## src/rtl/dip_pkg.sv

```systemverilog
// dip_pkg: shared constants and types for the DIP switch input path.
//   DIP_WIDTH          - width of the parallel DIP word
//   DIP_STABLE_DEFAULT - default number of identical frames needed to commit
//   evt_state_t        - encoding of the CPU-side change-event FSM
package dip_pkg;

  localparam int DIP_WIDTH          = 16;
  localparam int DIP_STABLE_DEFAULT = 4;

  typedef enum logic {
    EVT_IDLE    = 1'b0,
    EVT_PENDING = 1'b1
  } evt_state_t;

endpackage

```

## src/rtl/dip_sample_filter.sv

```systemverilog
// dip_sample_filter: qualifies parallel DIP frames.
// Holds a candidate word and a saturating count of consecutive identical
// frames. On a strobe whose frame brings the count to STABLE_CNT with a
// candidate different from the committed word, commit pulses for that cycle.
//
// Ports:
//   i_CLK, i_RESET - clock, synchronous active-high reset
//   sample         - one-cycle strobe, dip holds a fresh frame
//   dip            - raw parallel frame
//   stable         - currently committed word (owned by the parent)
//   cand_next      - candidate value as of the end of this cycle
//   commit         - combinational pulse: parent should commit cand_next
import dip_pkg::*;

module dip_sample_filter #(
  parameter int WIDTH      = DIP_WIDTH,
  parameter int STABLE_CNT = DIP_STABLE_DEFAULT
) (
  input  logic             i_CLK,
  input  logic             i_RESET,
  input  logic             sample,
  input  logic [WIDTH-1:0] dip,
  input  logic [WIDTH-1:0] stable,
  output logic [WIDTH-1:0] cand_next,
  output logic             commit
);

  localparam int CNT_W = $clog2(STABLE_CNT + 1);
  localparam logic [CNT_W-1:0] CNT_MAX = CNT_W'(STABLE_CNT);
  localparam logic [CNT_W-1:0] CNT_ONE = CNT_W'(1);

  logic [WIDTH-1:0] cand;
  logic [CNT_W-1:0] cnt;
  logic [CNT_W-1:0] cnt_next;

  // Frames without a strobe are ignored entirely, whatever dip shows.
  always_comb begin
    cand_next = cand;
    cnt_next  = cnt;
    if (sample) begin
      if (dip == cand) begin
        // Saturate so a held value commits once and never wraps.
        cnt_next = (cnt == CNT_MAX) ? cnt : cnt + CNT_ONE;
      end else begin
        cand_next = dip;
        cnt_next  = CNT_ONE;
      end
    end
  end

  // Once committed, cand equals stable, so a saturated count cannot re-fire.
  assign commit = sample && (cnt_next == CNT_MAX) && (cand_next != stable);

  always_ff @(posedge i_CLK) begin
    if (i_RESET) begin
      cand <= '0;
      cnt  <= '0;
    end else begin
      cand <= cand_next;
      cnt  <= cnt_next;
    end
  end

endmodule

```

## src/rtl/dip_debouncer.sv

```systemverilog
// dip_debouncer: debounces the 16-bit DIP parallelizer word and reports
// committed changes to the CPU side.
//
// Ports:
//   i_CLK     - system clock
//   i_RESET   - synchronous active-high reset
//   i_DIP16   - raw parallel DIP word
//   i_Sample  - one-cycle strobe marking a freshly completed frame
//   i_Ack     - consumer acknowledge of a pending event
//   o_Stable  - last committed word
//   o_Changed - bits toggled by commits not yet acknowledged
//   o_Event   - a change is pending
//   o_Overrun - sticky: a commit landed while an event was already pending
//
// Handshake: o_Event acts as valid and stays high until the consumer
// returns i_Ack (ready) with o_Event high; the event clears the next cycle.
// i_Ack with no pending event is ignored. A commit arriving in the same
// cycle as the ack replaces the mask instead of merging into it.
import dip_pkg::*;

module dip_debouncer #(
  parameter int WIDTH      = DIP_WIDTH,
  parameter int STABLE_CNT = DIP_STABLE_DEFAULT
) (
  input  logic             i_CLK,
  input  logic             i_RESET,
  input  logic [WIDTH-1:0] i_DIP16,
  input  logic             i_Sample,
  input  logic             i_Ack,
  output logic [WIDTH-1:0] o_Stable,
  output logic [WIDTH-1:0] o_Changed,
  output logic             o_Event,
  output logic             o_Overrun
);

  evt_state_t       state;
  logic [WIDTH-1:0] cand_next;
  logic             commit;
  logic [WIDTH-1:0] delta;

  dip_sample_filter #(
    .WIDTH      (WIDTH),
    .STABLE_CNT (STABLE_CNT)
  ) u_filter (
    .i_CLK     (i_CLK),
    .i_RESET   (i_RESET),
    .sample    (i_Sample),
    .dip       (i_DIP16),
    .stable    (o_Stable),
    .cand_next (cand_next),
    .commit    (commit)
  );

  assign delta = cand_next ^ o_Stable;

  always_ff @(posedge i_CLK) begin
    if (i_RESET) begin
      state     <= EVT_IDLE;
      o_Stable  <= '0;
      o_Changed <= '0;
      o_Event   <= 1'b0;
      o_Overrun <= 1'b0;
    end else begin
      if (commit) begin
        o_Stable <= cand_next;
      end
      case (state)
        EVT_IDLE: begin
          if (commit) begin
            o_Changed <= delta;
            o_Event   <= 1'b1;
            state     <= EVT_PENDING;
          end
        end
        EVT_PENDING: begin
          if (i_Ack && commit) begin
            // The acknowledged mask is consumed; only the new change remains.
            o_Changed <= delta;
            o_Overrun <= 1'b0;
          end else if (i_Ack) begin
            o_Changed <= '0;
            o_Event   <= 1'b0;
            o_Overrun <= 1'b0;
            state     <= EVT_IDLE;
          end else if (commit) begin
            o_Changed <= o_Changed | delta;
            o_Overrun <= 1'b1;
          end
        end
        default: state <= EVT_IDLE;
      endcase
    end
  end

endmodule

```

## config.mk

```make
export PLATFORM = sky130hd
export DESIGN_NAME = dip_debouncer
export DESIGN_NICKNAME = d
export VERILOG_FILES = /design/src/rtl/dip_pkg.sv /design/src/rtl/dip_sample_filter.sv /design/src/rtl/dip_debouncer.sv
export SDC_FILE = /design/constraint.sdc
export NUM_CORES = 1
export LEC_CHECK = 0
export ABC_AREA = 1
export ABC_CLOCK_PERIOD_IN_PS = 2400
export CAP_MARGIN = 5
export CELL_PAD_IN_SITES_DETAIL_PLACEMENT = 1
export CELL_PAD_IN_SITES_GLOBAL_PLACEMENT = 1
export CORE_MARGIN = 2
export CORE_UTILIZATION = 38
export CTS_BUF_LIST = sky130_fd_sc_hd__clkbuf_4 sky130_fd_sc_hd__clkbuf_8
export DETAILED_ROUTE_END_ITERATION = 7
export GPL_ROUTABILITY_DRIVEN = 0
export PLACE_DENSITY_LB_ADDON = 0.1
export SETUP_SLACK_MARGIN = 0.5
export SLEW_MARGIN = 15
export SYNTH_ARGS = -nofsm -noshare
export SYNTH_HDL_FRONTEND = slang
export SYNTH_SLANG_ARGS = --single-unit
```

## constraint.sdc

```tcl
create_clock -name i_CLK -period 2.4 [get_ports i_CLK]
set_input_delay 0.6 -clock i_CLK [delete_from_list [all_inputs] [get_ports i_CLK]]
set_output_delay 0.6 -clock i_CLK [all_outputs]
set_load 0.1 [all_outputs]
```

==> flow_metrics.env, run 1 <==
export IMPL_status="finished clean"
export IMPL_core_um2=8220
export IMPL_cp_top_family="buffers and inverters"
export IMPL_syn_nets=536
export IMPL_start_util=0.390
export IMPL_worst_path_max_delay_cell="o21ai_4"
export IMPL_cts_clk_slew_worst_paths_ps=100
export IMPL_cts_root_buf="clkbuf_8"
export IMPL_hold_path_end="o_Event$_SDFFE_PP0P_"
export IMPL_postSynthCellCount=514
export IMPL_grt_first_pass_wirelength_mm=24.5
export IMPL_clockBufferDepth=2
export IMPL_grt_max_degree=39
export IMPL_pwr_share_seq=0.441
export IMPL_ys_top_cells_by_count="nand2_1, nor2_1, inv_1, dfxtp_1, nand3_1"
export IMPL_synth_area_um2=3210
export IMPL_critPathArrivalTime_ps=2550
export IMPL_finClkSkew_ps=5.72
export IMPL_min_from="o_Event$_SDFFE_PP0P_"
export IMPL_hold_viol_final=0
export IMPL_slew_viol_final=0
export IMPL_routed_wl_mm=17.5
export IMPL_drive_above_1_share=0.559
export IMPL_hold_slack_ps=502
export IMPL_setup_ws_ps=98.1
export IMPL_p_per_area_nw_per_um2=400
export IMPL_antenna_found_initial=1
export IMPL_worst_path_most_repeated_cell="nand2_2"
export IMPL_worstSetupPathType="primary input to flip-flop"
export IMPL_drc=0
export IMPL_crit_buf_inv=6
export IMPL_synth_seq_cells=54
export IMPL_fin_total_pwr_mw=2.13
export IMPL_slowest_delay_ps=200
export IMPL_power_leakage_nw=2.46
export IMPL_setup_viol=0
export IMPL_viasPerCell=5.75
export IMPL_placedCellCount=700
export IMPL_startpoint_type="primary input"
export IMPL_worst_pin_slew_ps=576
export IMPL_ir_drop_mv=0.249
export IMPL_die_y_um=95.8
export IMPL_yosys_warnings=0
export IMPL_required_ps=2650
export IMPL_syn_area_per_cell_um2=6.24
export IMPL_holdPathStages=2
export IMPL_synth_top_area_frac=0.337
export IMPL_grt_overflow_total=0
export IMPL_wl_per_cell_um=23.0
export IMPL_cts_tree="yes"
export IMPL_drv_cap=0
export IMPL_rows=33
export IMPL_drt_iter0_drc=278
export IMPL_crit_chain="buf_12, buf_12, inv_16, nand2_2, nand2_2, nand2_1, nand2_1, nand2_2, nor2_2, nand2_2, nor2_4, buf_4, buf_4, o21ai_4, buf_6, nand3_1, a21oi_1"
export IMPL_synth_area_leader_cell="dfxtp_1"
export IMPL_slew_headroom=0.616
export IMPL_ys_seq_area_frac=0.337
export IMPL_place_worst_setup_slack_ps=-457
export IMPL_fmax_mhz=434
export IMPL_post_route_min_period_ps=2300
export IMPL_cts_num_sinks=54
export IMPL_ios=54
export IMPL_dp_hpwl_mm=7.70
export IMPL_io_buffers=53
export IMPL_instances_no_fill=759
export IMPL_hold_class="flip-flop to flip-flop"
export IMPL_synth_edf_count=0
export IMPL_layout_nets=675
export IMPL_p_clk_frac=0.248
export IMPL_period_share=0.959
export IMPL_synth_top_cells_by_area="dfxtp_1, nand2_1, nor2_1"
export IMPL_drt_first_pass_iters=5
export IMPL_cp_startpoint="i_Sample"
export IMPL_rsz0062_at_grt="yes"
export IMPL_reg2reg_setup_slack_ps=190
export IMPL_first_global_vias=4676
export IMPL_p_int_mw=1.39
export IMPL_switchingPower_mw=0.747
export IMPL_end_kind="flip-flop"
export IMPL_num_vias=4364
export IMPL_h_tree_depth=2
export IMPL_r2r_end="o_Changed[2]$_SDFFE_PP0P_"
export IMPL_synth_cell_types=28
export IMPL_switching_share=0.350
export IMPL_cts_buffers=5
export IMPL_synthArstFlopShare=0
export IMPL_ant_nets=0
export IMPL_worstSkewPairLatency_ps=320
export IMPL_synth_most_common_cell="nand2_1"
export IMPL_area_growth_pct=66.5
export IMPL_synthFlopType="dfxtp_1"
export IMPL_grt_use_total=0.359
export IMPL_r2r_start="u_filter.cand[12]$_SDFF_PP0_"
export IMPL_utilization=0.650
export IMPL_design_die_area_um2=9190
export IMPL_power_frac_comb=0.310
export IMPL_crit_fanout=8
export IMPL_rr_worst_depth=15
export IMPL_die_x_um=95.8
-- state kept, by name (all words and copies together), names as in the netlist --
| name | flops |
|---|---|
| state | 1 |
| o_Overrun | 1 |
| o_Event | 1 |
| o_Stable | 16 |
| u_filter.cand | 16 |
| o_Changed | 16 |
| u_filter.cnt | 3 |
-- cell type report --
class / instances / area, µm²
Timing Repair inverter: 1 / 16.3
Timing Repair Buffer: 150 / 1350
Tap cell: 105 / 131
Fill cell: 1035 / 2880
Multi-Input combinational cell: 366 / 2350
Clock buffer: 5 / 68.8
Inverter: 75 / 298
Clock inverter: 2 / 10.0
Antenna cell: 1 / 2.50
Sequential cell: 54 / 1110
-- metrics by stage --
stage               setup TNS, ps  area [µm²]
detailed placement         -13980        4180
finish                          0        5340
global placement           -12040        4180
global route                    0        5340
floorplan                       0        3350
CTS                             0        5130
-- tightest hold or removal path: cells and delay by family, from the launching register on --
kind | cells | cell delay (ps)
DFF | 1 | 350
AOI/OAI and AO/OA | 2 | 110
-- kinds of logic (layout without fill, tap and decap cells) --
group           Yosys count  after routing  synth area share
simple gates            303            305             0.393
buf+inv                  96            233             0.128
compound gates           58             58             0.131
flops                    54             54             0.337
fa+ha+maj                 2              2           0.00781
xor+xnor                  1              1           0.00273
other cells               0              1                 0
-- layout by cell type (no fill, tap or decap), drive strengths merged --
cell type	synthesis	layout
a211oi	16	16
nand2	164	165
a21oi	19	19
clkdlybuf4s15	0	4
dfxtp	54	54
o21ai	21	21
nor3	1	1
ha	2	2
nand4	1	1
buf	10	138
a21o	1	1
clkbuf	11	11
xor2	1	1
inv	75	76
nor2	87	88
clkinv	0	2
diode	0	1
nand3	50	50
clkdlybuf4s50	0	2
o211ai	1	1
-- what timing repair did --
| action | in CTS | in global routing |
|---|---|---|
| setup endpoints to repair | 35 | 36 |
| pin swaps | 61 | 32 |
| hold buffers | 0 | 0 |
| gates resized for setup | 175 | 82 |
| buffers inserted | 38 | 4 |
| cloned | 9 | 0 |
-- worst max path at each step --
| stage | to | slack (ps) | cells after the start |
|---|---|---|---|
| after floorplan | o_Changed[12]$_SDFFE_PP0P_ | 380 | 15 |
| after CTS | o_Changed[2]$_SDFFE_PP0P_ | 330 | 17 |
| after detailed placement | o_Stable[2]$_SDFFE_PP0P_ | -460 | 12 |
| after global routing | o_Stable[8]$_SDFFE_PP0P_ | 40 | 16 |
| after global placement | o_Stable[6]$_SDFFE_PP0P_ | -390 | 12 |
| final | o_Changed[2]$_SDFFE_PP0P_ | 100 | 17 |
-- power by group through the flow --
stage	sequential (mW)	combinational, mW	clock, mW
floorplan	0.965	0.214	0
global placement	0.952	0.399	0
detailed placement	0.954	0.414	0
CTS	0.934	0.538	0.537
global route	0.943	0.697	0.568
finish	0.941	0.662	0.530
-- metal layers --
layer,share of wire,track usage,wire (µm)
met1,0.37,0.378,6520
met2,0.49,0.645,8530
met3,0.062,0.0767,1090
met4,0.077,0.230,1340
met5,0,0,0
Power figures use the tool's default switching activity.
==> run 2: changes to the inputs <==
SETUP_SLACK_MARGIN = unset   (was 0.5)
SKIP_CTS_REPAIR_TIMING = 1   (was unset)
==> run 2 against run 1 <==
  * Register-to-register slack improved by 60 ps
  * First-iteration DRC count fell by 62%
  * Die area did not move
  * Clock power rose by 21%
  * Critical path depth fell by 2
  * Worst setup slack got worse by 31 ps
  * Final cell count fell by 5.1%
  * Largest cell class unchanged
  * Global-route usage fell by 12 points
==> flow_metrics.env, run 2 (synthesis results as in run 1) <==
export IMPL_worstSetupPathType="primary input to flip-flop"
export IMPL_setup_viol=0
export IMPL_cts_root_buf="clkbuf_8"
export IMPL_cp_startpoint="i_Sample"
export IMPL_io_buffers=53
export IMPL_drv_cap=0
export IMPL_utilization=0.551
export IMPL_grt_use_total=0.236
export IMPL_critPathArrivalTime_ps=2570
export IMPL_hold_slack_ps=502
export IMPL_wl_per_cell_um=15.8
export IMPL_fin_total_pwr_mw=2.00
export IMPL_drive_above_1_share=0.302
export IMPL_dp_hpwl_mm=7.87
export IMPL_dpl_cell_area_um2=4060
export IMPL_crit_buf_inv=3
export IMPL_instances_no_fill=720
export IMPL_hold_class="flip-flop to flip-flop"
export IMPL_multiInputGateArea_um2=1870
export IMPL_slew_viol_final=0
export IMPL_crit_fanout=9
export IMPL_h_tree_depth=2
export IMPL_viasPerCell=5.06
export IMPL_end_kind="flip-flop"
export IMPL_crit_chain="dlymetal6s2s_1, buf_6, nand2_1, o21ai_1, nand2_1, nand2_2, nand2_1, nor2_2, nand2_2, nor2_4, nor2_8, buf_12, nor2_8, nor2_1, a21oi_1"
export IMPL_cp_top_family="simple AND/OR/NAND/NOR gates"
export IMPL_core_um2=8220
export IMPL_drt_iter0_drc=107
export IMPL_worst_path_most_repeated_cell="nand2_1"
export IMPL_min_from="o_Event$_SDFFE_PP0P_"
export IMPL_grt_max_degree=39
export IMPL_slowest_delay_ps=230
export IMPL_required_ps=2640
export IMPL_finClkSkew_ps=10.5
export IMPL_p_per_area_nw_per_um2=443
export IMPL_rows=33
export IMPL_top_regs="o_Changed: 16 flops, o_Stable: 16 flops, u_filter.cand: 16 flops"
export IMPL_ant_nets=0
export IMPL_drc=0
export IMPL_drt_first_pass_iters=5
export IMPL_die_y_um=95.8
export IMPL_fin_area_um2=4530
export IMPL_startpoint_type="primary input"
export IMPL_worst_path_max_delay_cell="nor2_4"
export IMPL_placedCellCount=702
export IMPL_r2r_start="u_filter.cnt[0]$_SDFF_PP0_"
export IMPL_grt_first_pass_wirelength_mm=16.9
export IMPL_worst_pin_slew_ps=598
export IMPL_cts_buffers=5
export IMPL_mostFrequentLayoutCell="nand2_1"
export IMPL_clockBufferDepth=2
export IMPL_worstSkewPairLatency_ps=320
export IMPL_place_worst_setup_slack_ps=-552
export IMPL_power_leakage_nw=2.29
export IMPL_post_route_min_period_ps=2330
export IMPL_area_growth_pct=41.3
export IMPL_cts_clk_slew_worst_paths_ps=100
export IMPL_grt_overflow_total=0
export IMPL_setup_tns_ps=0
export IMPL_die_x_um=95.8
export IMPL_num_vias=3646
export IMPL_routed_wl_mm=11.4
export IMPL_start_util=0.390
export IMPL_hold_viol_final=0
export IMPL_fmax_mhz=429
export IMPL_final_cell_mix="nand2_1, buf_4, inv_1"
export IMPL_setup_ws_ps=67.5
export IMPL_nFillCells=1084
export IMPL_cts_num_sinks=54
export IMPL_antenna_found_initial=0
export IMPL_regArea_um2=1080
export IMPL_ios=54
export IMPL_ir_drop_mv=0.253
export IMPL_layout_nets=636
export IMPL_status="finished clean"
export IMPL_cts_tree="yes"
export IMPL_period_share=0.972
export IMPL_first_global_vias=3580
export IMPL_num_antenna_cells=0
export IMPL_design_die_area_um2=9190
export IMPL_slew_headroom=0.601
run 2: changes by cell type in the layout (fill, tap and decap cells not counted), moves of 7 or more:
cell | before | now
nand2_2 | 65 | 25
nand2_4 | 20 | 0
dfxtp_1 | 31 | 54
nor2_4 | 19 | 2
nand3_2 | 10 | 3
inv_1 | 57 | 69
buf_4 | 111 | 82
nor2_1 | 50 | 64
nand3_1 | 38 | 47
dlymetal6s2s_1 | 0 | 17
dfxtp_2 | 23 | 0
inv_2 | 17 | 6
nand2_1 | 80 | 139
run 2: routing by layer:
layer  GRT usage  wire, µm  vias up
li1            -         -     1786
met1       0.289      4870     1786
met2       0.439      6040       63
met3      0.0290       334       11
met4      0.0536       112        0
met5           0         0        -
run 2: power by group:
group          switching (mW)  leakage (nW)  internal (mW)
Sequential             0.0135         0.440          0.919
Clock                   0.331        0.0579          0.308
Combinational           0.259          1.79          0.174
Total                   0.603          2.29           1.40
run 2: layout make-up:
| cell class | count | share of cell area |
|---|---|---|
| clock buffer | 5 | 0.0152 |
| clock inverter | 3 | 0.00884 |
| inverter | 75 | 0.0622 |
| multi-input combinational | 365 | 0.413 |
| sequential | 54 | 0.239 |
| tap | 105 | 0.0290 |
| timing repair buffer | 113 | 0.233 |
run 2: final timing paths:
| kind | to | slack, ps | cells past startpoint |
|---|---|---|---|
| min | o_Event$_SDFFE_PP0P_ | 500 | 2 |
| max | o_Changed[0]$_SDFFE_PP0P_ | 70 | 15 |
| max reg2reg | o_Changed[3]$_SDFFE_PP0P_ | 250 | 15 |
| min reg2reg | o_Event$_SDFFE_PP0P_ | 500 | 2 |
run 2: worst reg2reg max path, stage by stage (launching register included):
cell	delay, ps
dfxtp_1	360
inv_1	70
ha_1	220
nand2_1	90
nand2_2	70
o21ai_1	150
inv_1	70
nor2_1	140
nand3_2	90
buf_6	140
nor2_8	180
buf_6	130
nor2_4	40
buf_12	160
nor2_2	80
a21oi_1	70
==> run 3: changes to the inputs <==
ABC_CLOCK_PERIOD_IN_PS = 2800   (was 2400)
CORE_UTILIZATION = 41   (was 38)
clock period = 2.8 ns   (was 2.4 ns; I/O delays follow)
==> run 3 against run 2 <==
  * Clock skew about the same
  * Combinational power decreased by 20%
  * Register-to-register slack better by 410 ps
  * Worst setup slack better by 120 ps
  * Via count fell by 3.2%
  * Largest power group unchanged
==> flow_metrics.env, run 3 (synthesis results as in run 1) <==
export IMPL_p_per_area_nw_per_um2=391
export IMPL_endpoint="o_Stable[6]$_SDFFE_PP0P_"
export IMPL_r2r_start="u_filter.cnt[0]$_SDFF_PP0_"
export IMPL_rr_worst_depth=13
export IMPL_cts_buffers=5
export IMPL_ios=54
export IMPL_num_vias=3528
export IMPL_startpoint_type="primary input"
export IMPL_critPathArrivalTime_ps=2850
export IMPL_instances_no_fill=707
export IMPL_core_um2=7650
export IMPL_mostFrequentLayoutCell="nand2_1"
export IMPL_grt_max_degree=35
export IMPL_cp_startpoint="i_DIP16[11]"
export IMPL_crit_fanout=14
export IMPL_worstSkewPairLatency_ps=320
export IMPL_cts_clk_slew_worst_paths_ps=110
export IMPL_layout_nets=626
export IMPL_h_tree_depth=2
export IMPL_drt_iter0_drc=150
export IMPL_end_kind="flip-flop"
export IMPL_min_from="o_Event$_SDFFE_PP0P_"
export IMPL_grt_use_total=0.255
export IMPL_worst_path_max_delay_cell="clkdlybuf4s50_1"
export IMPL_fin_total_pwr_mw=1.64
export IMPL_drt_first_pass_iters=4
export IMPL_status="finished clean"
export IMPL_viasPerCell=4.99
export IMPL_wl_per_cell_um=15.2
export IMPL_drc=0
export IMPL_slew_viol_final=0
export IMPL_design_die_area_um2=8540
export IMPL_slew_headroom=0.622
export IMPL_placedCellCount=697
export IMPL_worstSetupPathType="primary input to flip-flop"
export IMPL_cts_root_buf="clkbuf_8"
export IMPL_grt_overflow_total=0
export IMPL_ir_drop_mv=0.227
export IMPL_cts_tree="yes"
export IMPL_period_share=0.932
export IMPL_rows=32
export IMPL_grt_first_pass_wirelength_mm=17.4
export IMPL_hold_class="flip-flop to flip-flop"
export IMPL_dp_hpwl_mm=7.92
export IMPL_r2r_end="o_Stable[6]$_SDFFE_PP0P_"
export IMPL_rsz0062_at_grt="no"
export IMPL_start_util=0.419
export IMPL_drv_cap=0
export IMPL_drive_above_1_share=0.210
export IMPL_clockBufferDepth=2
export IMPL_die_y_um=92.4
export IMPL_slowest_delay_ps=480
export IMPL_cts_num_sinks=54
export IMPL_final_cell_mix="nand2_1, nor2_1, buf_4"
export IMPL_worst_pin_slew_ps=566
export IMPL_required_ps=3040
export IMPL_finClkSkew_ps=9.98
export IMPL_area_growth_pct=30.7
export IMPL_die_x_um=92.4
export IMPL_worst_path_most_repeated_cell="nand2_1"
export IMPL_num_antenna_cells=0
export IMPL_setup_viol=0
export IMPL_ant_nets=0
export IMPL_reg2reg_setup_slack_ps=660
export IMPL_top_regs="o_Changed: 16 flops, o_Stable: 16 flops, u_filter.cand: 16 flops"
export IMPL_io_buffers=53
export IMPL_power_leakage_nw=2.07
export IMPL_routed_wl_mm=10.7
export IMPL_crit_chain="clkdlybuf4s50_1, inv_1, nand2_1, nand2_1, nor2_1, nand2_1, nor2_1, nand2_1, nand2_1, nand3_1, buf_4, nor2_8, buf_4, nor2_1, a211oi_1"
export IMPL_fmax_mhz=383
export IMPL_hold_viol_final=0
export IMPL_first_global_vias=3794
export IMPL_post_route_min_period_ps=2610
export IMPL_antenna_found_initial=0
run 3: cell count changes in the layout (fill, tap and decap cells not counted), sizes merged:
cell	previous run	this run
dlymetal6s2s	17	1
clkdlybuf4s50	2	18
buf	92	84
clkbuf	7	6
clkinv	2	1
clkinvlp	0	1
bufinv	1	0
run 3: routing by layer:
layer	routed length, µm	GRT usage
met4	192	0.0833
met1	4710	0.296
met2	5490	0.479
met3	331	0.0325
met5	0	0
run 3: power by group:
part	leakage (nW)	switching [mW]	internal, mW
logic	1.59	0.204	0.142
registers	0.440	0.0111	0.788
clock network	0.0472	0.291	0.200
total	2.07	0.506	1.13
run 3: critical path: cells and delay by family:
kind	cells	cell delay [ps]
AOI/OAI and AO/OA	1	180
buffers and inverters	4	980
and+or+nand+nor	10	980
run 3: worst min path at each step:
stage                     cells past startpoint  slack, ps                         end
after floorplan                               3        570  u_filter.cnt[2]$_SDFF_PP0_
after global placement                        2        480        o_Event$_SDFFE_PP0P_
after detailed placement                      2        500        o_Event$_SDFFE_PP0P_
after CTS                                     2        520        o_Event$_SDFFE_PP0P_
after global routing                          2        540        o_Event$_SDFFE_PP0P_
final                                         2        510        o_Event$_SDFFE_PP0P_
run 3: area by class of cell:
cell class              count  area [µm²]
repair buffers            103         861
clock buffers               6        82.6
fillers                  1059        3460
well taps                 102         128
clock inverters             2        12.5
inverters                  75         284
flip-flops and latches     54        1080
multi-input cells         365        1740
run 3: stage by stage:
step            util  TNS [ps]  area (µm²)  setup slack, ps  hold slack (ps)
6_report       0.548         0        4190              192              512
5_1_grt        0.548         0        4190             9.47              545
4_1_cts        0.541         0        4140             68.4              522
3_5_place_dp   0.529     -7140        4040             -268              505
3_3_place_gp   0.529     -4700        4040             -166              480
2_1_floorplan      -         0        3210              527              566
